### config.mk
export PLATFORM = sky130hd
export DESIGN_NAME = mdu_seq
export DESIGN_NICKNAME = d
export VERILOG_FILES = /design/src/rtl/mdu_seq.sv
export SDC_FILE = /design/constraint.sdc
export NUM_CORES = 1
export LEC_CHECK = 0
export BUFFER_PORTS_ARGS = -buffer_cell sky130_fd_sc_hd__buf_4
export CAP_MARGIN = 30
export CORE_MARGIN = 2
export CORE_UTILIZATION = 30
export CTS_BUF_LIST = sky130_fd_sc_hd__clkbuf_16
export CTS_CLUSTER_SIZE = 10
export DETAILED_ROUTE_END_ITERATION = 12
export PLACE_DENSITY = 0.52
export SLEW_MARGIN = 15
export SYNTH_ARGS = -nofsm -noshare
export SYNTH_HDL_FRONTEND = slang
export SYNTH_SLANG_ARGS = --single-unit
### constraint.sdc
create_clock -name clk -period 6.1 [get_ports clk]
set_input_delay 1.22 -clock clk [delete_from_list [all_inputs] [get_ports clk]]
set_output_delay 1.22 -clock clk [all_outputs]
set_load 0.05 [all_outputs]
### src/rtl/mdu_seq.sv
`default_nettype none
`timescale 1ns/1ps
// ---------------------------------------------------------------------------
// mdu_seq : iterative MULT/MULTU/DIV/DIVU unit with HI/LO registers
// Rev 1.0
// ---------------------------------------------------------------------------
module mdu_seq #(
  parameter int WIDTH = 32
) (
  input  logic             clk,
  input  logic             rstn,
  input  logic             start,
  input  logic [1:0]       op,
  input  logic [WIDTH-1:0] A,
  input  logic [WIDTH-1:0] B,
  input  logic             hi_we,
  input  logic             lo_we,
  input  logic [WIDTH-1:0] wdata,
  output logic             busy,
  output logic             done,
  output logic [WIDTH-1:0] hi,
  output logic [WIDTH-1:0] lo
);

  localparam int CW = $clog2(WIDTH);
  localparam logic [1:0] S_IDLE = 2'd0;
  localparam logic [1:0] S_CALC = 2'd1;
  localparam logic [1:0] S_FIX  = 2'd2;
  localparam logic [1:0] S_DONE = 2'd3;

  logic [1:0]         state, state_nx;
  logic               accept, open_win, last;
  logic [CW-1:0]      cnt;
  logic               is_div, neg_lo, neg_hi;
  logic [2*WIDTH-1:0] acc;
  logic [WIDTH-1:0]   opnd;

  logic               a_neg, b_neg, b_zero;
  logic [WIDTH-1:0]   a_mag, b_mag;
  logic [WIDTH:0]     mul_sum, trial;
  logic [2*WIDTH-1:0] mul_next, div_next, prod;
  logic [WIDTH-1:0]   quot, rem;

  always_ff @(posedge clk or negedge rstn) begin
    if (!rstn) state <= S_IDLE;
    else       state <= state_nx;
  end

  always_comb begin
    state_nx = state;
    case (state)
      S_IDLE:  if (start) state_nx = S_CALC;
      S_CALC:  if (last)  state_nx = S_FIX;
      S_FIX:   state_nx = S_DONE;
      default: state_nx = start ? S_CALC : S_IDLE;
    endcase
  end

  always_comb begin
    busy     = (state == S_CALC) || (state == S_FIX);
    done     = (state == S_DONE);
    open_win = (state == S_IDLE) || (state == S_DONE);
    accept   = open_win && start;
  end

  assign last = (cnt == CW'(WIDTH-1));

  // Signed ops work on magnitudes; signs are restored in FIX.
  assign a_neg  = ~op[0] & A[WIDTH-1];
  assign b_neg  = ~op[0] & B[WIDTH-1];
  assign b_zero = (B == '0);
  assign a_mag  = a_neg ? -A : A;
  assign b_mag  = b_neg ? -B : B;

  // Multiply: multiplier sits in acc low half and is consumed LSB first.
  assign mul_sum  = {1'b0, acc[2*WIDTH-1:WIDTH]} + (acc[0] ? {1'b0, opnd} : '0);
  assign mul_next = {mul_sum, acc[WIDTH-1:1]};

  // Divide: acc = {remainder, dividend/quotient}, shifted left each step.
  assign trial    = acc[2*WIDTH-1:WIDTH-1] - {1'b0, opnd};
  assign div_next = trial[WIDTH] ? {acc[2*WIDTH-2:0], 1'b0}
                                 : {trial[WIDTH-1:0], acc[WIDTH-2:0], 1'b1};

  assign prod = neg_lo ? -acc : acc;
  assign quot = neg_lo ? -acc[WIDTH-1:0] : acc[WIDTH-1:0];
  assign rem  = neg_hi ? -acc[2*WIDTH-1:WIDTH] : acc[2*WIDTH-1:WIDTH];

  always_ff @(posedge clk or negedge rstn) begin
    if (!rstn) begin
      cnt    <= '0;
      is_div <= 1'b0;
      neg_lo <= 1'b0;
      neg_hi <= 1'b0;
      acc    <= '0;
      opnd   <= '0;
    end else if (accept) begin
      cnt    <= '0;
      is_div <= op[1];
      // Divide by zero keeps the all-ones quotient unsigned-looking.
      neg_lo <= (a_neg ^ b_neg) & ~(op[1] & b_zero);
      neg_hi <= a_neg;
      acc    <= {{WIDTH{1'b0}}, (op[1] ? a_mag : b_mag)};
      opnd   <= op[1] ? b_mag : a_mag;
    end else if (state == S_CALC) begin
      cnt <= cnt + 1'b1;
      acc <= is_div ? div_next : mul_next;
    end
  end

  always_ff @(posedge clk or negedge rstn) begin
    if (!rstn) begin
      hi <= '0;
      lo <= '0;
    end else if (state == S_FIX) begin
      hi <= is_div ? rem  : prod[2*WIDTH-1:WIDTH];
      lo <= is_div ? quot : prod[WIDTH-1:0];
    end else if (open_win && !start) begin
      if (hi_we) hi <= wdata;
      if (lo_we) lo <= wdata;
    end
  end

endmodule
`default_nettype wire

==> qor.yml <==
layout:
  final_util_pct: 35.23
  area_delta_synth_final_pct: 15.86
  final_nets: 2246
  n_fill_cell: 5369
  antenna_cells: 0
  drive_gt1_share_pct: 11.88
yosys:
  synth_top_area_cell: "dfrtp_1"
  synth.avg_cell_area_sq_um: 7.721
  synth_top_area_share_pct: 27.83
  yosys-top-cells-area: "dfrtp_1 28%, mux2i_1 7.3%, o21ai_0 7.2%"
  syn_nets: 2159
  yosys_warnings: 0
  ys_seq_area_share_pct: 27.83
  synth_common_cells: "239 x nand2_1, 221 x o21ai_0, 183 x a21oi_1"
  synthArstFlopShare_pct: 100.0
  synth_seq_cells: 170
  synth_edf_count: 0
  syn_area_sq_um: 15290
  syn-instance-count: 1980
  synthDistinctLibCells: 69
  yosys.cell_count.top_type: "nand2_1"
  ys_dominant_reg_cell: "dfrtp_1"
cts:
  clkSlewWorstSetupHoldPaths_ps: 70
  clock_path_buffers: 2
  root_buffer: "clkbuf_16"
  clock_latency_ps: 460
  cts.sinks: 170
  cts_tree: "yes"
  h-tree-depth: 4
  cts_buffers: 17
  cts_resized: 0
  cts_hold_buf: 0
  post-cts-setup-buffers: 0
floorplan:
  rows: 82
  die_y_microns: 229.7
  start_util_pct: 30.41
  io_pins: 169
  core_sq_um: 50270
  dieArea_sq_um: 52780
  die_w_microns: 229.7
run:
  maxCapViolCount: 0
route:
  drt_iter0_markers: 1215
  ant_nets: 0
  wl_per_cell_microns: 20.57
  post-route-drc-count: 0
  via_count: 15120
  wl_mm: 56.59
  drt-vias-per-instance: 5.498
  dr.pass1.iters: 5
grt:
  grt_use_total_pct: 21.12
  antenna_found_initial: 2
  grt_max_degree: 120
  overflow: 0
  grt_pass1_wl_mm: 86.51
  first_global_vias: 14190
setup_path:
  rr_worst_depth: 12
  worstPathArrival_ps: 4280
  cp-startpoint: "acc[31]"
  cp-end-kind: "flop"
  path_class: "flop to flop"
  cp-endpoint: "acc[58]"
  reg2reg_slack_ps: 2160
  r2r-end: "acc[58]"
  crit_fanout: 5
  cp-start-kind: "flop"
  reg2reg_from: "acc[31]"
  cp_data_required_time_ps: 6440
sta:
  maxSlewHeadroom_pct: 38.70
  hold-worst-slack_ps: 489.5
  finalCritPeriodShare_pct: 64.52
  max_freq_ghz: 0.2541
  finalWorstSetupSlack_ps: 2165
  fin_crit_ps: 3935
  hold_violations: 0
  skew_ps: 14.42
  worst_pin_slew_ps: 916.1
  setup_tns_ps: 0
  grt_setup_unrepaired: "false"
  setup_viol: 0
  drv_slew: 0
power:
  powerDensity_nw_per_um2: 630.5
  leakagePower_uw: 0.007572
  ir_worst_vdd_v: 0.0002594
status:
  status: "completed"
placed_design:
  dp_slack_ps: 1938
  dp_hpwl_mm: 44.73
  port_buffers: 168
  place.gp.congestion: 0.9176
hold_path:
  hp-class: "flop to flop"
  hp-start: "opnd[18]"
report_power, final:
group          internal, uW  leakage, uW  total (uW)  switching, uW
Clock                   528     0.000268        1050            523
Sequential             1680      0.00210        2400            723
Combinational          2750      0.00520        7720           4970
layout make-up:
cell class                 instances  area (sq um)  share of cell area, %
sequential                       170          4255                  24.02
timing repair buffer             188          1448                  8.173
clock buffer                      17         425.4                  2.402
tap                              672         840.8                  4.747
clock inverter                    14         117.6                 0.6640
inverter                          76         285.3                  1.611
multi-input combinational       1614         10340                  58.38
through the flow:
stage	instance area (sq um)	total power, uW	instances
global route	17710	12000	2751
finish	17710	11170	2751
detailed placement	17130	10020	2718
floorplan	15290	7640	1980
global placement	17110	9987	2716
CTS	17670	11110	2749
state kept, by name (all words and copies together) (netlist names):
| register | count |
|---|---|
| acc | 64 |
| cnt | 5 |
| hi | 32 |
| is_div | 1 |
| lo | 32 |
| neg_hi | 1 |
| neg_lo | 1 |
| opnd | 32 |
| state | 2 |
critical path, stage by stage, from the launching register on:
cell and delay, ps:
dfrtp_1 520, inv_1 110, ha_1 240, fa_1 410, nand2b_1 180, a21oi_1 310, o21ai_0 270, a31o_2 300
o31ai_1 600, a21oi_1 180, xnor2_1 240, a21oi_1 100, o41ai_1 360
cells by family after synthesis:
| kind of cell | Yosys count | share of synthesized area [%] |
|---|---|---|
| AO/OA/AOI/OAI | 636 | 24.99 |
| AND/OR/NAND/NOR | 612 | 18.42 |
| buffers and inverters | 196 | 4.828 |
| XOR/XNOR | 173 | 9.911 |
| flip-flops | 170 | 27.83 |
| multiplexers | 117 | 7.709 |
| adder cells (fa/ha/maj) | 76 | 6.318 |
worst min-delay path by stage:
stage                    end  slack (ps)  cells past startpoint
finish              opnd[18]         490                      2
global route        opnd[13]         510                      2
CTS                 opnd[10]         490                      2
detailed placement  opnd[10]         480                      2
global placement    opnd[19]         470                      2
floorplan           opnd[10]         450                      2
layout by cell type (no fill, tap or decap), types with 16 or more instances in the layout:
| cell | instances |
|---|---|
| nand2_1 | 239 |
| o21ai_0 | 221 |
| a21oi_1 | 183 |
| buf_4 | 183 |
| dfrtp_1 | 169 |
| nor2_1 | 162 |
| mux2i_1 | 111 |
| xnor2_1 | 107 |
| inv_1 | 77 |
| ha_1 | 72 |
| xor2_1 | 65 |
| o211ai_1 | 50 |
| nor3_1 | 41 |
| a21o_1 | 34 |
| a211oi_1 | 22 |
| o31ai_1 | 22 |
| nor2b_1 | 21 |
| nand3_1 | 21 |
| nor4_1 | 20 |
| clkbuf_16 | 17 |
| or3_1 | 16 |
| nand2b_1 | 16 |
layer usage:
layer | track usage, % | part of all wire, %
met5 | 0 | 0
met4 | 6.351 | 2.5
met3 | 3.137 | 6.4
met2 | 31.55 | 43
met1 | 31.16 | 48
Note: power is estimated with default switching activity, not from simulation.
